**src/rtl/gpio_pio_v2_pkg.sv**
```systemverilog
// Shared constants for the gpio_pio_v2 block: Avalon word addresses and bus width.
package gpio_pio_v2_pkg;
    localparam int DATA_W = 32;

    localparam logic [2:0] ADDR_DATA     = 3'd0;
    localparam logic [2:0] ADDR_DIR      = 3'd1;
    localparam logic [2:0] ADDR_IRQ_MASK = 3'd2;
    localparam logic [2:0] ADDR_EDGE_CAP = 3'd3;
    localparam logic [2:0] ADDR_OUT_SET  = 3'd4;
    localparam logic [2:0] ADDR_OUT_CLR  = 3'd5;
    localparam logic [2:0] ADDR_RISE_EN  = 3'd6;
    localparam logic [2:0] ADDR_FALL_EN  = 3'd7;

    typedef struct packed {
        logic [2:0]        addr;
        logic              rd;
        logic              wr;
        logic [DATA_W-1:0] wdata;
    } avs_req_t;
endpackage

```
**src/rtl/gpio_pio_debounce.sv**
```systemverilog
// One input bit: 2-flop synchroniser followed by a stable-count debouncer.
module gpio_pio_debounce #(
    parameter int DEBOUNCE_CYCLES = 16
) (
    input  logic clk,
    input  logic rst_n,
    input  logic din,
    output logic dout
);
    logic sync1_q, sync2_q;

    always_ff @(posedge clk or negedge rst_n) begin
        if (!rst_n) begin
            sync1_q <= 1'b0;
            sync2_q <= 1'b0;
        end else begin
            sync1_q <= din;
            sync2_q <= sync1_q;
        end
    end

    generate
        if (DEBOUNCE_CYCLES == 0) begin : g_bypass
            assign dout = sync2_q;
        end else begin : g_cnt
            localparam int CW = $clog2(DEBOUNCE_CYCLES + 1);
            localparam logic [CW-1:0] CNT_MAX = CW'(DEBOUNCE_CYCLES - 1);

            logic [CW-1:0] cnt_q, cnt_d;
            logic          deb_q, deb_d;

            // Accepting at CNT_MAX also clears the count, so it never wraps.
            always_comb begin
                cnt_d = '0;
                deb_d = deb_q;
                if (sync2_q != deb_q) begin
                    if (cnt_q == CNT_MAX) deb_d = sync2_q;
                    else                  cnt_d = cnt_q + CW'(1);
                end
            end

            always_ff @(posedge clk or negedge rst_n) begin
                if (!rst_n) begin
                    cnt_q <= '0;
                    deb_q <= 1'b0;
                end else begin
                    cnt_q <= cnt_d;
                    deb_q <= deb_d;
                end
            end

            assign dout = deb_q;
        end
    endgenerate
endmodule

```
**src/rtl/gpio_pio_v2.sv**
```systemverilog
// Avalon-MM parallel I/O: output/direction registers, debounced inputs,
// edge capture with masked level interrupt.
module gpio_pio_v2
    import gpio_pio_v2_pkg::*;
#(
    parameter int          WIDTH           = 4,
    parameter int          DEBOUNCE_CYCLES = 16,
    parameter logic [31:0] OUT_RESET       = 32'h0
) (
    input  logic              clk_clk,
    input  logic              reset_reset_n,
    input  logic [2:0]        avs_address,
    input  logic              avs_read,
    input  logic              avs_write,
    input  logic [31:0]       avs_writedata,
    output logic [31:0]       avs_readdata,
    input  logic [WIDTH-1:0]  in_port,
    output logic [WIDTH-1:0]  out_port,
    output logic [WIDTH-1:0]  oe_port,
    output logic              irq
);
    avs_req_t req;
    assign req = '{addr: avs_address, rd: avs_read, wr: avs_write, wdata: avs_writedata};

    logic [WIDTH-1:0] deb;
    logic [WIDTH-1:0] deb_prev_q;
    logic [WIDTH-1:0] out_q, out_d, dir_q, dir_d, mask_q, mask_d;
    logic [WIDTH-1:0] cap_q, cap_d, rise_en_q, rise_en_d, fall_en_q, fall_en_d;
    logic [WIDTH-1:0] wd, rd_mux, cap_set;
    logic [DATA_W-1:0] readdata_q, readdata_d;
    logic              irq_q, irq_d;

    for (genvar i = 0; i < WIDTH; i++) begin : g_in
        gpio_pio_debounce #(.DEBOUNCE_CYCLES(DEBOUNCE_CYCLES)) u_deb (
            .clk  (clk_clk),
            .rst_n(reset_reset_n),
            .din  (in_port[i]),
            .dout (deb[i])
        );
    end

    assign wd      = req.wdata[WIDTH-1:0];
    assign cap_set = (deb & ~deb_prev_q & rise_en_q) | (~deb & deb_prev_q & fall_en_q);

    always_comb begin
        out_d     = out_q;
        dir_d     = dir_q;
        mask_d    = mask_q;
        rise_en_d = rise_en_q;
        fall_en_d = fall_en_q;
        cap_d     = cap_q;
        if (req.wr) begin
            case (req.addr)
                ADDR_DATA:     out_d     = wd;
                ADDR_DIR:      dir_d     = wd;
                ADDR_IRQ_MASK: mask_d    = wd;
                ADDR_EDGE_CAP: cap_d     = cap_q & ~wd;
                ADDR_OUT_SET:  out_d     = out_q | wd;
                ADDR_OUT_CLR:  out_d     = out_q & ~wd;
                ADDR_RISE_EN:  rise_en_d = wd;
                default:       fall_en_d = wd;
            endcase
        end
        // New captures are OR'd after the clear so a coincident edge is kept.
        cap_d = cap_d | cap_set;
        irq_d = |(cap_q & mask_q);
    end

    always_comb begin
        rd_mux = '0;
        case (req.addr)
            ADDR_DATA:     rd_mux = deb;
            ADDR_DIR:      rd_mux = dir_q;
            ADDR_IRQ_MASK: rd_mux = mask_q;
            ADDR_EDGE_CAP: rd_mux = cap_q;
            ADDR_RISE_EN:  rd_mux = rise_en_q;
            ADDR_FALL_EN:  rd_mux = fall_en_q;
            default:       rd_mux = '0;
        endcase
        readdata_d = req.rd ? DATA_W'(rd_mux) : readdata_q;
    end

    always_ff @(posedge clk_clk or negedge reset_reset_n) begin
        if (!reset_reset_n) begin
            out_q      <= OUT_RESET[WIDTH-1:0];
            dir_q      <= '0;
            mask_q     <= '0;
            cap_q      <= '0;
            rise_en_q  <= '0;
            fall_en_q  <= '0;
            deb_prev_q <= '0;
            irq_q      <= 1'b0;
            readdata_q <= '0;
        end else begin
            out_q      <= out_d;
            dir_q      <= dir_d;
            mask_q     <= mask_d;
            cap_q      <= cap_d;
            rise_en_q  <= rise_en_d;
            fall_en_q  <= fall_en_d;
            deb_prev_q <= deb;
            irq_q      <= irq_d;
            readdata_q <= readdata_d;
        end
    end

    assign out_port     = out_q;
    assign oe_port      = dir_q;
    assign irq          = irq_q;
    assign avs_readdata = readdata_q;
endmodule

```
**config.mk**
```make
export PLATFORM = sky130hd
export DESIGN_NAME = gpio_pio_v2
export DESIGN_NICKNAME = d
export VERILOG_FILES = /design/src/rtl/gpio_pio_v2_pkg.sv /design/src/rtl/gpio_pio_debounce.sv /design/src/rtl/gpio_pio_v2.sv
export SDC_FILE = /design/constraint.sdc
export NUM_CORES = 1
export LEC_CHECK = 0
export CORE_MARGIN = 2
export CORE_UTILIZATION = 50
export CTS_BUF_LIST = sky130_fd_sc_hd__clkbuf_8
export DETAILED_ROUTE_END_ITERATION = 8
export PLACE_DENSITY = 0.8
export SLEW_MARGIN = 25
export SYNTH_ARGS = -nofsm -noshare
export SYNTH_HDL_FRONTEND = slang
export SYNTH_SLANG_ARGS = --single-unit
```
**constraint.sdc**
```tcl
create_clock -name clk_clk -period 3.1 [get_ports clk_clk]
set_clock_uncertainty 0.05 [all_clocks]
set_input_delay 0.62 -clock clk_clk [delete_from_list [all_inputs] [get_ports clk_clk]]
set_output_delay 0.62 -clock clk_clk [all_outputs]
set_load 0.1 [all_outputs]
```
* After elaboration in Yosys (flattened, before gate mapping)
Index checks and enable logic that the tools add are counted.
** Operators by class
- $add $sub $neg :: 4
- Equality and inequality tests :: 15
- Multiplexer cells :: 12
- Bitwise operators :: 14
- Reductions and logical operators :: 13
** Operators by type and width (count)
- 5-bit two-way mux :: 8
- 4-bit AND :: 7
- 4-bit one-hot mux with 6 select lines :: 1
- 5-bit by 1-bit adder with 5-bit output (second input constant) :: 4
- 5-bit by 4-bit == test with 1-bit output (second input constant) :: 4
- 2-bit AND reduction :: 9
- 3-bit == test (second input constant) :: 4
- 4-bit NOT :: 3
- 4-bit OR :: 3
- 4-bit one-hot mux with 3 select lines :: 1
- 4-bit two-way mux :: 2
- 7-bit OR reduction :: 1
- 3-bit by 2-bit == test with 1-bit output (second input constant) :: 2
- 1-bit != test :: 4
- 4-bit OR reduction :: 1
- 3-bit by 1-bit == test with 1-bit output (second input constant) :: 1
- 3-bit logical NOT :: 1
- 3-bit nonzero test :: 1
- 1-bit NOT :: 1
** Storage, ports and cells
- Register bits :: 65
- Output and inout bits :: 41
- Word-level logic and storage cells :: 83

* Longest topological paths before layout
- Word-level depth :: 5
- Depth in mapped cells :: 5

* Hierarchy
From an unflattened synthesis, not the netlist that was laid out.
** Second synthesis, totals
- Cells, all modules :: 244
- Area, all modules :: 2975.4 µm²
** By module, submodules not included
- gpio_pio_v2 :: instances 1, cells an instance 152, area an instance 1759.2 µm², sequential area each 825.8 µm²
- gpio_pio_debounce :: instances 4, cells an instance 23, area an instance 304.0 µm², sequential area each 200.2 µm²

* Worst setup path before layout
Ideal clock, no wire load.
- Path kind :: input to register
- Start point :: input avs_address[0]
- End point :: register readdata_q[0], in the netlist avs_readdata[0]
- Library setup time :: 126 ps
- Data arrival time :: 1497 ps
- Setup slack :: 1427 ps
- Stages :: 5
- Path buffers :: 2
- Path through :: buf_6 -> buf_2 -> mux2i_1 -> nor3_1 -> o32a_1
** Between the ends
- Cells in the longest elaborated chain, start to end :: 2
** RTL lines
- start, declared :: line gpio_pio_v2.sv:12 : input logic [2:0] avs_address,
- 3-bit == test (tied with other cells) :: line gpio_pio_v2.sv:71 : case (req.addr)
- 4-bit one-hot mux with 6 select lines * :: line gpio_pio_v2.sv:71
- end signal, assigned :: line gpio_pio_v2.sv:103 : readdata_q <= readdata_d;
- end, declared :: line gpio_pio_v2.sv:30 : logic [DATA_W-1:0] readdata_q, readdata_d;
Every way passes the cells marked *; elsewhere a longest branch is shown, timed or not.
A chain may end at the register's enable or synchronous reset.

* Worst setup path in the final report
- Start point :: input avs_address[2]
- End point :: register mask_q[2]
** Between the ends
- Cells in the longest elaborated chain, start to end :: 2
** RTL lines
- 3-bit by 2-bit == test with 1-bit output :: line gpio_pio_v2.sv:53 : case (req.addr)
- 2-bit AND reduction (no source line)
- end signal, assigned :: line gpio_pio_v2.sv:97 : mask_q <= mask_d;
- end, declared :: line gpio_pio_v2.sv:27 : logic [WIDTH-1:0] out_q, out_d, dir_q, dir_d, mask_q, mask_d;
No other way between the ends.

==> out/results.txt <==
syn_area_per_cell: 11.79 um^2
Top delay family on crit path: buffers and inverters
Tot Pwr: 2228 uW
status: complete, no violations
worst reg-to-reg setup slack: 1.77 ns
power density over cell area: 660.3 nW/um^2
Die Footprint: 6597 um^2
setup TNS: 0 ns
Max Slew Vio Count: 0
Top FF cell, synth: dfrtp_1
DRT iter0 DRCs: 105
Via Count: 1,895
met1 usage: 0.2289
largest fanout on the critical path: 17
clock share of power: 0.290
DP HPWL: 3.614 mm
Seq pwr share: 0.445
Post-layout nets: 336
DRC viols: 0
static leakage: 0.001666 uW
ys async rst share: 1.000
Max transition margin: 0.5006
M2 GR Usage: 0.2636
Post-Syn Area: 2982 um^2
Peak VDD IR: 312.7 uV
Setup Buffers After CTS: 0
DR WL/cell: 13.69 um
n_diodes: 0
antenna violations before repair: 0
RSZ-0062 raised after global routing: false
CP peak stage delay: 0.73 ns
clock tree buffer depth: 2
layer with the highest usage: met2
# clock sinks: 65
Worst EP arrival: 2.35 ns
antenna viol nets, final: 0
crit share post-route: 0.7030
sw frac: 0.3653
FMAX: 458.9 MHz
final wirelength: 5.037 mm
Mapped Cells: 253
Setup CP Type: in2reg
CTS resizes: 0
final setup fails: 0
critical path required time: 3.27 ns
CP startpoint kind: primary input
vias in the first global route: 1,816
Psw: 813.9 uW
min Tclk post-route: 2.179 ns
HP Class: in2async
Netlist cell types: 46
# IOs: 84
Core Area: 5851 um^2
#FFs+latches synth: 65
root buf cell: clkbuf_8
layout cell share with drive strength beyond 1: 0.1877
DIE HEIGHT: 81.22 um
first-pass GRT wire length: 8.445 mm
total CTS buffers: 9
P_int: 1414 uW
GR Layer Usage met3: 0.07000
largest net degree at the start of global routing: 37
I/O Buffers: 27
Synth-to-Final Area Change: 13.18%
Worst-Margin Slew: 0.7491 ns
grt ovf: 0
H-tree depth: 3
vias per cell: 5.149
std cell rows: 28
Routability Congestion: 0.7885
CTS tree: built
Max Cap Violations: 0
Final Hold Viols: 0
cts-stage hold buffer count: 0
DR pass1 iterations: 4
Clk Latency, worst-skew pair: 0.34 ns
logic gate share of total power: 0.265
initial core utilization: 0.5096
Yosys warning count: 0
GRT Total Usage: 0.1748
sequential area share after synthesis: 0.5455
CP bufs+invs: 2
chip width: 81.22 um
Fillers: 517
Post-synth EDFFs: 0
Max stage delay cell, worst path: clkdlybuf4s50_1
Clock transition at path regs: 0.06 ns
critical path, cell by cell: clkdlybuf4s50_1, inv_1, and4_1, mux2_2
Crit. End Element: flip-flop
-- state kept, by name, summed over array words and instances (netlist names) --
register and cells:
g_in.u_deb.sync2_q 4, avs_readdata 4, deb_prev_q 4, fall_en_q 4
g_in.u_deb.sync1_q 4, irq 1, out_port 4, mask_q 4
cap_q 4, g_in.u_deb.dout 4, oe_port 4, rise_en_q 4
g_in.u_deb.g_cnt.cnt_q 20
-- layer usage --
| metal | vias to the layer above | part of all wire |
|---|---|---|
| met5 | - | 0 |
| met4 | 0 | 0.0068 |
| met3 | 5 | 0.062 |
| met2 | 61 | 0.48 |
| met1 | 928 | 0.46 |
| li1 | 901 | - |
-- path summary, 6_finish.rpt --
kind	depth (start not counted)	start	to
max	4	avs_address[2]	mask_q[2]$_DFFE_PN0P_
min	1	reset_reset_n	g_in[0].u_deb.g_cnt.cnt_q[3]$_DFF_PN0_
max reg2reg	3	cap_q[0]$_DFF_PN0_	avs_readdata[0]$_DFFE_PN0P_
min reg2reg	0	g_in[2].u_deb.sync1_q$_DFF_PN0_	g_in[2].u_deb.sync2_q$_DFF_PN0_
max in group asynchronous	2	reset_reset_n	out_port[1]$_DFFE_PN0P_
min in group clk_clk	0	g_in[2].u_deb.sync1_q$_DFF_PN0_	g_in[2].u_deb.sync2_q$_DFF_PN0_
-- logic make-up after synthesis --
| kind of cell | after synthesis | synth area share |
|---|---|---|
| and+or+nand+nor | 70 | 0.1284 |
| DFF | 65 | 0.5455 |
| buffers and inverters | 39 | 0.09148 |
| AOI/OAI and AO/OA | 37 | 0.08309 |
| muxes | 25 | 0.09820 |
| xor gates and xnor gates | 12 | 0.03525 |
| adders and majority gates | 4 | 0.01679 |
| other | 1 | 0.001258 |
-- cell type report --
class,instances,area (um^2),area share
inverters,5,18.77,0.005562
clock buffers,12,165.2,0.04894
multi-input cells,176,1184,0.3508
flip-flops and latches,65,1627,0.4820
clock inverters,3,16.27,0.004820
repair buffers,32,270.3,0.08009
well taps,75,93.84,0.02781
-- placed cells by master, fill, tap and decap left out, drive strengths merged, types with 2 or more instances in the layout --
| cell | instances |
|---|---|
| nor2 | 17 |
| clkdlybuf4s50 | 13 |
| and2 | 7 |
| mux2i | 6 |
| a31oi | 3 |
| nand3 | 8 |
| o22ai | 2 |
| o21ai | 11 |
| a22o | 2 |
| nand3b | 2 |
| ha | 4 |
| a21oi | 2 |
| a21boi | 2 |
| o211ai | 4 |
| mux2 | 18 |
| buf | 19 |
| conb | 28 |
| nand2 | 17 |
| nand4b | 2 |
| dfrtp | 65 |
| a211oi | 3 |
| clkbuf | 12 |
| a21o | 2 |
| inv | 6 |
| nor3 | 2 |
| and3 | 6 |
| a22oi | 2 |
| xor2 | 12 |
-- through the flow --
| stage | setup WS, ns | hold slack [ns] | std cells | cell area (um^2) | utilization |
|---|---|---|---|---|---|
| final | 0.9207 | 0.2966 | 368 | 3374 | 0.5768 |
| after global routing | 0.8374 | 0.3070 | 368 | 3374 | 0.5768 |
| after CTS | 0.9434 | 0.2995 | 368 | 3374 | 0.5768 |
| after detailed placement | 0.5889 | 0.2856 | 353 | 3193 | 0.5458 |
| after global placement | 0.6014 | 0.2813 | 353 | 3193 | 0.5458 |
| after floorplan | 1.427 | 0.2744 | 280 | 3083 | - |
-- synth_stat cells (3+ instances only) --
cell	number	share of area
xor2_1	12	0.035
nand2_1	17	0.021
mux2_2	17	0.064
o21ai_0	11	0.018
nor2_1	17	0.021
mux2i_1	6	0.020
o211ai_1	4	0.010
and2_1	7	0.015
ha_1	4	0.017
a31oi_1	3	0.0063
inv_1	5	0.0063
a211oi_1	3	0.0076
and3_1	5	0.010
dfrtp_1	65	0.55
nand3_1	8	0.013
buf_4	29	0.073
-- power by group through the flow --
| stage | registers, uW | logic (uW) | clock network [uW] |
|---|---|---|---|
| 2_1_floorplan | 1200 | 303 | 0 |
| 3_3_place_gp | 1000 | 585 | 0 |
| 3_5_place_dp | 1010 | 593 | 0 |
| 4_1_cts | 992 | 594 | 669 |
| 5_1_grt | 1000 | 623 | 708 |
| 6_report | 992 | 590 | 646 |
-- worst register-to-register path: stages (launching register included) --
cell and delay, ns:
dfrtp_1 0.41, mux2_4 0.27, and3_4 0.17, o32a_1 0.31
(Power assumes the default switching activity.)
==> RTL edit 1, RTL diff (config.mk and constraints unchanged) <==
Register the output `irq` once more, with the module's reset; this adds one clock of latency there. The other outputs are not delayed to match.
--- a/src/rtl/gpio_pio_v2.sv
+++ b/src/rtl/gpio_pio_v2.sv
@@ -106,7 +106,13 @@
 
     assign out_port     = out_q;
     assign oe_port      = dir_q;
-    assign irq          = irq_q;
+    always_ff @(posedge clk_clk or negedge reset_reset_n) begin
+        if (!reset_reset_n) begin
+            irq <= '0;
+        end else begin
+            irq <= irq_q;
+        end
+    end
     assign avs_readdata = readdata_q;
 endmodule
 
Formal check against the unedited RTL: same outputs for any inputs over 10 cycles, from zero or initial values and one cycle with reset_reset_n low; that may be too few to reach the edited logic, so the function may still have changed.
==> RTL edit 1 against the original RTL <==
  * Utilization increased by 0.45 points
  * Sequential cell count is 1 higher
  * Cell area is 0.78% higher
  * Setup slack lost 0.096 ns
  * Highest routed layer unchanged
  * Wire length up 3.2%
  * Total power rose by 3.8%
  * Count of clock-buffer cells in the layout down 1
  * Sequential share of layout area up 0.36 points
  * Critical path type unchanged
  * Die area grew 0.80%
  * Area after synthesis increased by 0.84%
==> RTL edit 1: results (changes against the original RTL) <==
status: "complete, no violations"
ys_seq_area_share_pct: 54.9  # +0.38 points
synth_area_leaders: "dfrtp_1, buf_4, mux2_2"
dp_hpwl_mm: 3.59  # -0.53%
cellInternalPower_w: 0.00149  # +5.2%
syn-instance-count: 254  # +0.40%
critPathSlowestCell: "clkdlybuf4s50_1"
netlist_top_cells_count: "dfrtp_1, buf_4, mux2_2, nand2_1, nor2_1"
nNonClkInverters: 5  # unchanged
num-nets-final: 335  # -0.30%
critPathMaxStageDelay_ns: 0.84  # +0.11 ns
num-multi-input-gates: 176  # unchanged
max_freq_mhz: 440  # -4.2%
crit_end: "oe_port[3]"
layout.nonclk_buf_share_pct: 7.51  # -0.50 points
met2_usage_pct: 29.1  # +2.7 points
sh_seq_area_pct: 48.6  # +0.36 points
met1_usage_pct: 23.0  # +0.12 points
multi_input_area_share_pct: 34.8  # -0.27 points
crit_start: "avs_address[0]"
dr.first_iter.drc_count: 147  # +40%
wire_per_inst_um: 14.1  # +3.2%
yosys_warnings: 0  # unchanged
final_core_util_pct: 58.1  # +0.45 points
crit_fanout: 13  # -4
htree_levels: 3  # unchanged
synth.distinct_cells: 46  # unchanged
clkbuf_count: 11  # -1
largest_reg_flops: 20  # unchanged
grt_pass1_wl_mm: 9.04  # +7.0%
drive_gt1_share_pct: 17.7  # -1.0 points
leakagePower_nw: 1.69  # +1.3%
nonClockBufferCount: 30  # -6.3%
place.gp.congestion: 0.792  # +0.44%
rr_startpoint: "g_in[0].u_deb.g_cnt.cnt_q[0]"
fin_hold_ws_ns: 0.299  # +0.00196 ns
met2WireLength_mm: 2.52  # +5.3%
synth_seq_cells: 66  # +1.5%
final-clk-cell-share_pct: 5.81  # +0.44 points
wl_met1_mm: 2.24  # -2.4%
grt_max_degree: 67  # +81%
grt.total_usage_pct: 18.3  # +0.83 points
worstPathArrival_ns: 2.45  # +0.10 ns
hold_class: "flop to flop"
preCtsSetupSlack_ns: 0.527  # -0.0620 ns
routed-wl-met3_um: 339  # +9.4%
viasPerCell: 5.26  # +2.1%
r2r_end: "g_in[0].u_deb.dout"
grt_pass1_vias: 1936  # +6.6%
num-fill-cells: 490  # -5.2%
dp.cells: 352  # -0.28%
seq_area_um2: 1650  # +1.5%
rr_worst_depth: 4  # +1
gr-usage-met3_pct: 5.49  # -1.5 points
worst_ir_drop_vdd_mv: 0.318  # +1.6%
placed_area_um2: 3200  # +0.31%
worst_slew_pin_slew_ns: 0.795  # +0.0457 ns
## RTL edit 1: cell count changes after synthesis
cell / change
dfrtp_1: +1
## RTL edit 1: cell families (layout without fill, tap and decap cells)
family | count (synthesis) | count (layout) | share of synthesized area (%)
fa+ha+maj | 4 | 4 | 1.66
mux | 25 | 25 | 9.74
flops | 66 | 66 | 54.9
simple gates | 70 | 70 | 12.7
buf+inv | 39 | 51 | 9.07
xor+xnor | 12 | 12 | 3.50
other cells | 1 | 28 | 0.125
compound gates | 37 | 37 | 8.24
## RTL edit 1: power by group through the flow
stage | Sequential (W) | Combinational [W] | Clock, W
global placement | 0.00102 | 0.000584 | 0
CTS | 0.00101 | 0.000594 | 0.000735
floorplan | 0.00121 | 0.000303 | 0
detailed placement | 0.00103 | 0.000592 | 0
finish | 0.00101 | 0.000589 | 0.000713
global route | 0.00102 | 0.000625 | 0.000778
## RTL edit 1: worst max-delay path: cells and delay by family
family	cells	cell delay, ns
buffers and inverters	1	0.84
AND/OR/NAND/NOR	2	0.58
multiplexers	1	0.40
==> RTL edit 2, RTL diff (same flow settings) <==
Made on the original files. `DEBOUNCE_CYCLES` is set to 16 in 2 places; all go to 8.
--- a/src/rtl/gpio_pio_debounce.sv
+++ b/src/rtl/gpio_pio_debounce.sv
@@ -1,6 +1,6 @@
 // One input bit: 2-flop synchroniser followed by a stable-count debouncer.
 module gpio_pio_debounce #(
-    parameter int DEBOUNCE_CYCLES = 16
+    parameter int DEBOUNCE_CYCLES = 8
 ) (
     input  logic clk,
     input  logic rst_n,
--- a/src/rtl/gpio_pio_v2.sv
+++ b/src/rtl/gpio_pio_v2.sv
@@ -4,7 +4,7 @@
     import gpio_pio_v2_pkg::*;
 #(
     parameter int          WIDTH           = 4,
-    parameter int          DEBOUNCE_CYCLES = 16,
+    parameter int          DEBOUNCE_CYCLES = 8,
     parameter logic [31:0] OUT_RESET       = 32'h0
 ) (
     input  logic              clk_clk,
Formal check against the unedited RTL: no difference found for any inputs over 10 cycles, from zero or initial values and one cycle with reset_reset_n low; that may be too few to reach the edited logic, so the function may still have changed.
==> RTL edit 2 against the original RTL <==
  * Utilization increased by 0.74 points
  * Wire length decreased by 6.0%
  * Sequential cell count decreased by 4
  * Synthesized cell count decreased by 4.0%
  * Cell area decreased by 5.3%
  * Die area decreased by 4.8%
  * Sequential power increased by 18%
  * Area after synthesis decreased by 5.1%
  * Total power increased by 20%
  * Hold slack got worse by 0.045 ns
  * Setup slack improved by 0.024 ns
==> RTL edit 2: results (changes against the original RTL) <==
worst_ir_drop_vdd_mv: 0.485  # +55%
grt_max_degree: 36  # -2.7%
wire_per_inst_um: 13.4  # -2.3%
synth_fa_ha_area_share_pct: 1.77  # +0.090 points
seq_power_share_pct: 43.9  # -0.6 points
status: "complete, no violations"
dr.first_iter.drc_count: 85  # -19%
muxShareOfSynthArea_pct: 12.6  # +2.8 points
regToRegSetupSlack_ns: 1.79  # +0.02 ns
p_clk_w: 0.000573  # -11%
preCtsSetupSlack_ns: 0.617  # +0.0282 ns
dp.cells: 339  # -4.0%
largest_reg_flops: 16  # -20%
num-nets-final: 325  # -3.3%
synth.distinct_cells: 39  # -15%
netlist_top_cells_count: "dfrtp_1, buf_4, mux2_2"
syn-instance-count: 243  # -4.0%
placed_area_um2: 3040  # -4.9%
switchingPower_w: 0.00108  # +33%
leakagePower_nw: 1.50  # -10%
drive_gt1_share_pct: 18.8  # +0.023 points
grt_pass1_wl_mm: 8.20  # -2.9%
critPathMaxStageDelay_ns: 0.85  # +0.12 ns
setup_slack_ns: 0.944  # +0.0238 ns
worstPathArrival_ns: 2.31  # -0.04 ns
## RTL edit 2: cell count changes after synthesis, sizes merged, moves of 3 or more
cell   change
a21oi      +6
and2       -6
and3       -6
dfrtp      -4
mux2i      +5
nor2b      +4
nor3       +3
xnor2      +8
xor2      -12
## RTL edit 2: metrics by stage
step                total power (W)  utilization, %
finish                      0.00267            58.4
global route                0.00283            58.4
CTS                         0.00270            58.4
detailed placement          0.00212            55.5
global placement            0.00209            55.5
floorplan                   0.00194               -
## RTL edit 2: area by class of cell
class                   instances  area (um2)
clock inverters                 5        21.3
well taps                      72        90.1
clock buffers                  10         138
flip-flops and latches         61        1530
repair buffers                 30         268
inverters                       3        11.3
fillers                       461        2280
multi-input cells             173        1140
## RTL edit 2: layer usage
layer,part of all wire [%],vias to the layer above,GRT usage [%]
met5,0,-,0
met2,49,49,25.9
met4,1.6,0,8.97
met1,44,873,22.5
met3,5.7,9,4.89
li1,-,861,-
## RTL edit 2: path summary, 6_finish.rpt
check,start,to,cells past startpoint
setup / recovery,avs_address[1],rise_en_q[0],4
hold / removal,reset_reset_n,rise_en_q[3],1
setup reg to reg,g_in[0].u_deb.g_cnt.cnt_q[0],g_in[0].u_deb.dout,4
hold reg to reg,g_in[2].u_deb.sync1_q,g_in[2].u_deb.sync2_q,0
max in group asynchronous,reset_reset_n,g_in[3].u_deb.g_cnt.cnt_q[3],2
min in group clk_clk,g_in[2].u_deb.sync1_q,g_in[2].u_deb.sync2_q,0
## RTL edit 2: kinds of logic (layout without fill, tap and decap cells)
logic type,after synthesis,in the layout
simple gates,68,68
buf+inv,36,48
compound gates,33,33
other cells,1,28
xor+xnor,8,8
flops,61,61
fa+ha+maj,4,4
mux,32,32
